## src/rtl/operand_loader_pkg.sv

```systemverilog
// Shared types and constants for the serial operand loader feeding the 4-bit comparator.
package operand_loader_pkg;

    localparam int unsigned CMP_WIDTH = 4;

    typedef enum logic [1:0] {
        LOAD_A = 2'd0,
        LOAD_B = 2'd1,
        HOLD   = 2'd2
    } ldr_state_t;

endpackage : operand_loader_pkg

```

## src/rtl/serial_shift_reg.sv

```systemverilog
// WIDTH-bit MSB-first serial-in/parallel-out shift register with synchronous clear.
module serial_shift_reg #(
    parameter int unsigned WIDTH = 4
) (
    input  logic             clk,
    input  logic             rst,
    input  logic             clr,
    input  logic             shift_en,
    input  logic             din,
    output logic [WIDTH-1:0] q
);

    logic [WIDTH-1:0] q_q;

    // Clear beats shift so an abort never captures the in-flight bit.
    always_ff @(posedge clk or posedge rst) begin
        if (rst) begin
            q_q <= '0;
        end else if (clr) begin
            q_q <= '0;
        end else if (shift_en) begin
            q_q <= {q_q[WIDTH-2:0], din};
        end
    end

    assign q = q_q;

endmodule : serial_shift_reg

```

## src/rtl/four_bit_operand_loader.sv

```systemverilog
// Collects operand a then b serially (MSB first) and presents both with a valid/ready handshake.
module four_bit_operand_loader
    import operand_loader_pkg::*;
#(
    parameter int unsigned WIDTH = CMP_WIDTH
) (
    input  logic             clk,
    input  logic             rst,
    input  logic             clear,
    input  logic             sdata,
    input  logic             sval,
    output logic [WIDTH-1:0] a,
    output logic [WIDTH-1:0] b,
    output logic             out_valid,
    input  logic             out_ready,
    output logic             overrun
);

    localparam int unsigned CNT_W = (WIDTH > 1) ? $clog2(WIDTH) : 1;

    ldr_state_t       state_q, state_d;
    logic [CNT_W-1:0] cnt_q, cnt_d;
    logic             overrun_q, overrun_d;
    logic             out_valid_q;
    logic             shift_a, shift_b;
    logic             last_bit;

    assign last_bit = (cnt_q == CNT_W'(WIDTH - 1));

    // Next-state, counter and shift-enable decode.
    always_comb begin
        state_d   = state_q;
        cnt_d     = cnt_q;
        overrun_d = overrun_q;
        shift_a   = 1'b0;
        shift_b   = 1'b0;
        if (clear) begin
            state_d   = LOAD_A;
            cnt_d     = '0;
            overrun_d = 1'b0;
        end else begin
            case (state_q)
                LOAD_A: begin
                    if (sval) begin
                        shift_a = 1'b1;
                        if (last_bit) begin
                            cnt_d   = '0;
                            state_d = LOAD_B;
                        end else begin
                            cnt_d = cnt_q + CNT_W'(1);
                        end
                    end
                end
                LOAD_B: begin
                    if (sval) begin
                        shift_b = 1'b1;
                        if (last_bit) begin
                            cnt_d   = '0;
                            state_d = HOLD;
                        end else begin
                            cnt_d = cnt_q + CNT_W'(1);
                        end
                    end
                end
                HOLD: begin
                    if (sval) begin
                        overrun_d = 1'b1;
                    end
                    if (out_ready) begin
                        state_d = LOAD_A;
                    end
                end
                default: begin
                    state_d = LOAD_A;
                    cnt_d   = '0;
                end
            endcase
        end
    end

    // out_valid is registered alongside the state so it is a pure decode of HOLD.
    always_ff @(posedge clk or posedge rst) begin
        if (rst) begin
            state_q     <= LOAD_A;
            cnt_q       <= '0;
            overrun_q   <= 1'b0;
            out_valid_q <= 1'b0;
        end else begin
            state_q     <= state_d;
            cnt_q       <= cnt_d;
            overrun_q   <= overrun_d;
            out_valid_q <= (state_d == HOLD);
        end
    end

    serial_shift_reg #(.WIDTH(WIDTH)) u_shift_a (
        .clk      (clk),
        .rst      (rst),
        .clr      (clear),
        .shift_en (shift_a),
        .din      (sdata),
        .q        (a)
    );

    serial_shift_reg #(.WIDTH(WIDTH)) u_shift_b (
        .clk      (clk),
        .rst      (rst),
        .clr      (clear),
        .shift_en (shift_b),
        .din      (sdata),
        .q        (b)
    );

    assign out_valid = out_valid_q;
    assign overrun   = overrun_q;

endmodule : four_bit_operand_loader

```

## config.mk

```make
export PLATFORM = sky130hd
export DESIGN_NAME = four_bit_operand_loader
export DESIGN_NICKNAME = d
export VERILOG_FILES = /design/src/rtl/operand_loader_pkg.sv /design/src/rtl/serial_shift_reg.sv /design/src/rtl/four_bit_operand_loader.sv
export SDC_FILE = /design/constraint.sdc
export NUM_CORES = 1
export LEC_CHECK = 0
export CAP_MARGIN = 20
export CORE_ASPECT_RATIO = 1.25
export CORE_MARGIN = 3
export CORE_UTILIZATION = 37
export DETAILED_ROUTE_END_ITERATION = 10
export PLACE_DENSITY = 0.62
export SLEW_MARGIN = 25
export SYNTH_ARGS = -nofsm -noshare
export SYNTH_HDL_FRONTEND = slang
export SYNTH_SLANG_ARGS = --single-unit
```

## constraint.sdc

```tcl
create_clock -name clk -period 3.9 [get_ports clk]
set_input_delay 0.78 -clock clk [delete_from_list [all_inputs] [get_ports clk]]
set_output_delay 0.78 -clock clk [all_outputs]
set_load 0.05 [all_outputs]
```

==> flow_metrics.env <==
export IMPL_status="completed"
export IMPL_final_fill_count=154
export IMPL_pin_count=16
export IMPL_clock_fmax_mhz=451
export IMPL_layout_drive_gt1_share=0.0800
export IMPL_synth_ff_latch_count=14
export IMPL_worst_pin_slew_ns=0.533
export IMPL_hp_start="overrun$_DFFE_PP0P_"
export IMPL_clk_insertion_delay_late_ns=0.27
export IMPL_placementRows=16
export IMPL_dp_slack_ns=1.65
export IMPL_synth_nets=67
export IMPL_diodes=0
export IMPL_slowest_stage="clkdlybuf4s50_1"
export IMPL_crit_buf_inv=1
export IMPL_slew_headroom=0.644
export IMPL_syn_area_per_cell_sq_um=11.6
export IMPL_leakagePower_nw=0.400
export IMPL_cp_top_family="buffers and inverters"
export IMPL_place_congestion=0.657
export IMPL_die_y_microns=54.4
export IMPL_yosysTopAreaCell="dfrtp_1"
export IMPL_fp_dieW_microns=44.8
export IMPL_fin_crit_ns=2.22
export IMPL_fin_nets=83
export IMPL_grt_start_max_net_pins=17
export IMPL_setup_slack_ns=1.68
export IMPL_drt_iter0_drc=6
export IMPL_dpl_cell_area_sq_um=843
export IMPL_synthesis_area_sq_um=694
export IMPL_setup_worst_path_class="reg2out"
export IMPL_hpwlAfterDp_microns=837
export IMPL_path_max_fanout=2
export IMPL_start_util=0.418
export IMPL_worst_setup_path_end_kind="primary output"
export IMPL_viasPerCell=5.26
export IMPL_synthToLayoutAreaGrowth_pct=26.7
export IMPL_track_usage=0.121
export IMPL_worst_path_largest_cell_delay_ns=0.80
export IMPL_ys_seq_area_frac=0.505
export IMPL_clk_pin_slew_ns=0.09
export IMPL_final_antenna_net_count=0
export IMPL_start_kind="register"
export IMPL_yosysUniqueCellTypes=22
export IMPL_r2r_end="cnt_q[0]$_DFFE_PP0P_"
export IMPL_worst_r2r_cell_count=3
export IMPL_core_sq_um=1660
export IMPL_yosysTopAreaCellShare=0.505
export IMPL_cts_tree="built"
export IMPL_final_cell_mix="clkdlybuf4s50_1 (15), dfrtp_1 (14), nand2b_1 (10)"
export IMPL_finalSetupViolations=0
export IMPL_required_ns=3.12
export IMPL_final_common_cell="clkdlybuf4s50_1"
export IMPL_grt_antenna_before_repair=0
export IMPL_holdPathEnd="overrun$_DFFE_PP0P_"
export IMPL_first_pass_iters=2
export IMPL_cp_cell_sequence="clkdlybuf4s50_1"
export IMPL_post_cts_buffers=0
export IMPL_hold_viol=0
export IMPL_synth_warnings=0
export IMPL_fin_area_sq_um=880
export IMPL_syn_inst=60
export IMPL_routedWlPerCell_microns=13.5
export IMPL_drc=0
export IMPL_vias=489
export IMPL_h_tree_depth=1
export IMPL_grt_pass1_vias=475
export IMPL_wl_microns=1250
export IMPL_ir_drop_mv=0.192
export IMPL_min_path_cells=2
export IMPL_period_share=0.568
export IMPL_numCtsBuffers=3
export IMPL_cts_sinks=14
export IMPL_r2r_slack_ns=2.47
export IMPL_finalMaxSlewViolations=0
export IMPL_cts_max_path_buffers=2
export IMPL_ys_top_cells_by_area="dfrtp_1 (50%), mux2i_1 (12%), nand2b_1 (9.0%), nand3b_1 (4.3%), or3b_1 (2.5%)"
export IMPL_max_cap_violations=0
export IMPL_crit_arrival_ns=1.44
export IMPL_port_buffer_count=15
export IMPL_hold_buffers=0
export IMPL_overflow=0
export IMPL_hold_path_class="reg2reg"
export IMPL_ctsResizeCount=0
export IMPL_root_buffer="clkbuf_4"
export IMPL_p_per_area_nw_per_um2=322
export IMPL_tns_ns=0
export IMPL_grt_pass1_wl_microns=2140
export IMPL_die_area_sq_um=2440
export IMPL_rr_startpoint="cnt_q[0]$_DFFE_PP0P_"
export IMPL_rsz0062_at_grt="no"
export IMPL_fin_skew_ns=0.00388
[layout make-up]
cell class	instances	area, sq um	area share
Clock buffer	4	36.3	0.0413
Timing Repair Buffer	15	150	0.171
Inverter	3	11.3	0.0128
Sequential cell	14	350	0.398
Tap cell	18	22.5	0.0256
Multi-Input combinational cell	39	309	0.351
[how the worst max path moves through the flow]
stage | slack, ns | cells past startpoint | startpoint | end
2_1_floorplan | 2.39 | 3 | sval | u_shift_a.q[2]$_DFFE_PP0P_
3_3_place_gp | 1.68 | 3 | sval | u_shift_a.q[0]$_DFFE_PP0P_
3_5_place_dp | 1.65 | 3 | sval | u_shift_a.q[0]$_DFFE_PP0P_
4_1_cts | 1.66 | 1 | u_shift_b.q[0]$_DFFE_PP0P_ | b[0]
5_1_grt | 1.61 | 1 | u_shift_a.q[0]$_DFFE_PP0P_ | a[0]
6_report | 1.68 | 1 | u_shift_b.q[2]$_DFFE_PP0P_ | b[2]
[power by group]
group,switching [mW],total [mW],internal (mW)
sequential,0.00215,0.150,0.148
combinational,0.0156,0.0293,0.0138
clock,0.0474,0.104,0.0567
[worst register-to-register path, delay by kind of cell, from the launching register on]
| kind | cells | cell delay, ns |
|---|---|---|
| AO/OA/AOI/OAI | 1 | 0.17 |
| adder cells (fa/ha/maj) | 1 | 0.25 |
| flip-flops | 1 | 0.41 |
| AND/OR/NAND/NOR | 1 | 0.52 |
[state kept, by name, summed over array words and instances (netlist names)]
name,count
u_shift_b.q,4
out_valid,1
overrun,1
u_shift_a.q,4
cnt_q,2
state_q,2
[kinds of logic after synthesis]
kind of cell             synth area share
AND/OR/NAND/NOR                     0.241
flip-flops                          0.505
multiplexers                        0.115
AO/OA/AOI/OAI                      0.0703
buffers and inverters              0.0504
adder cells (fa/ha/maj)            0.0180
[layer usage]
| metal | up-vias | global-route usage | part of all wire | wire, microns |
|---|---|---|---|---|
| li1 | 241 | - | - | - |
| met1 | 235 | 0.153 | 0.49 | 619 |
| met2 | 11 | 0.194 | 0.45 | 559 |
| met3 | 2 | 0.0263 | 0.053 | 66 |
| met4 | 0 | 0.0603 | 0.0064 | 8 |
| met5 | - | 0 | 0 | 0 |
[synthesized netlist by cell type, drive strengths merged]
cell type  number
nand3b          4
nand2b         10
or4b            1
a211oi          1
nand4b          1
a21bo           1
mux2i           8
and3b           1
nand2           1
dfrtp          14
buf             2
a31oi           1
or3b            3
a21oi           3
a41o            1
inv             3
ha              1
clkbuf          2
nor4bb          1
nor3b           1
[through the flow]
| stage | total power [mW] | hold slack (ns) | cells | utilization |
|---|---|---|---|---|
| floorplan | 0.172 | 0.494 | 60 | - |
| global placement | 0.182 | 0.502 | 89 | 0.508 |
| detailed placement | 0.183 | 0.507 | 89 | 0.508 |
| CTS | 0.290 | 0.521 | 93 | 0.529 |
| global route | 0.299 | 0.540 | 93 | 0.529 |
| finish | 0.284 | 0.515 | 93 | 0.529 |
Power figures use the tool's default switching activity.
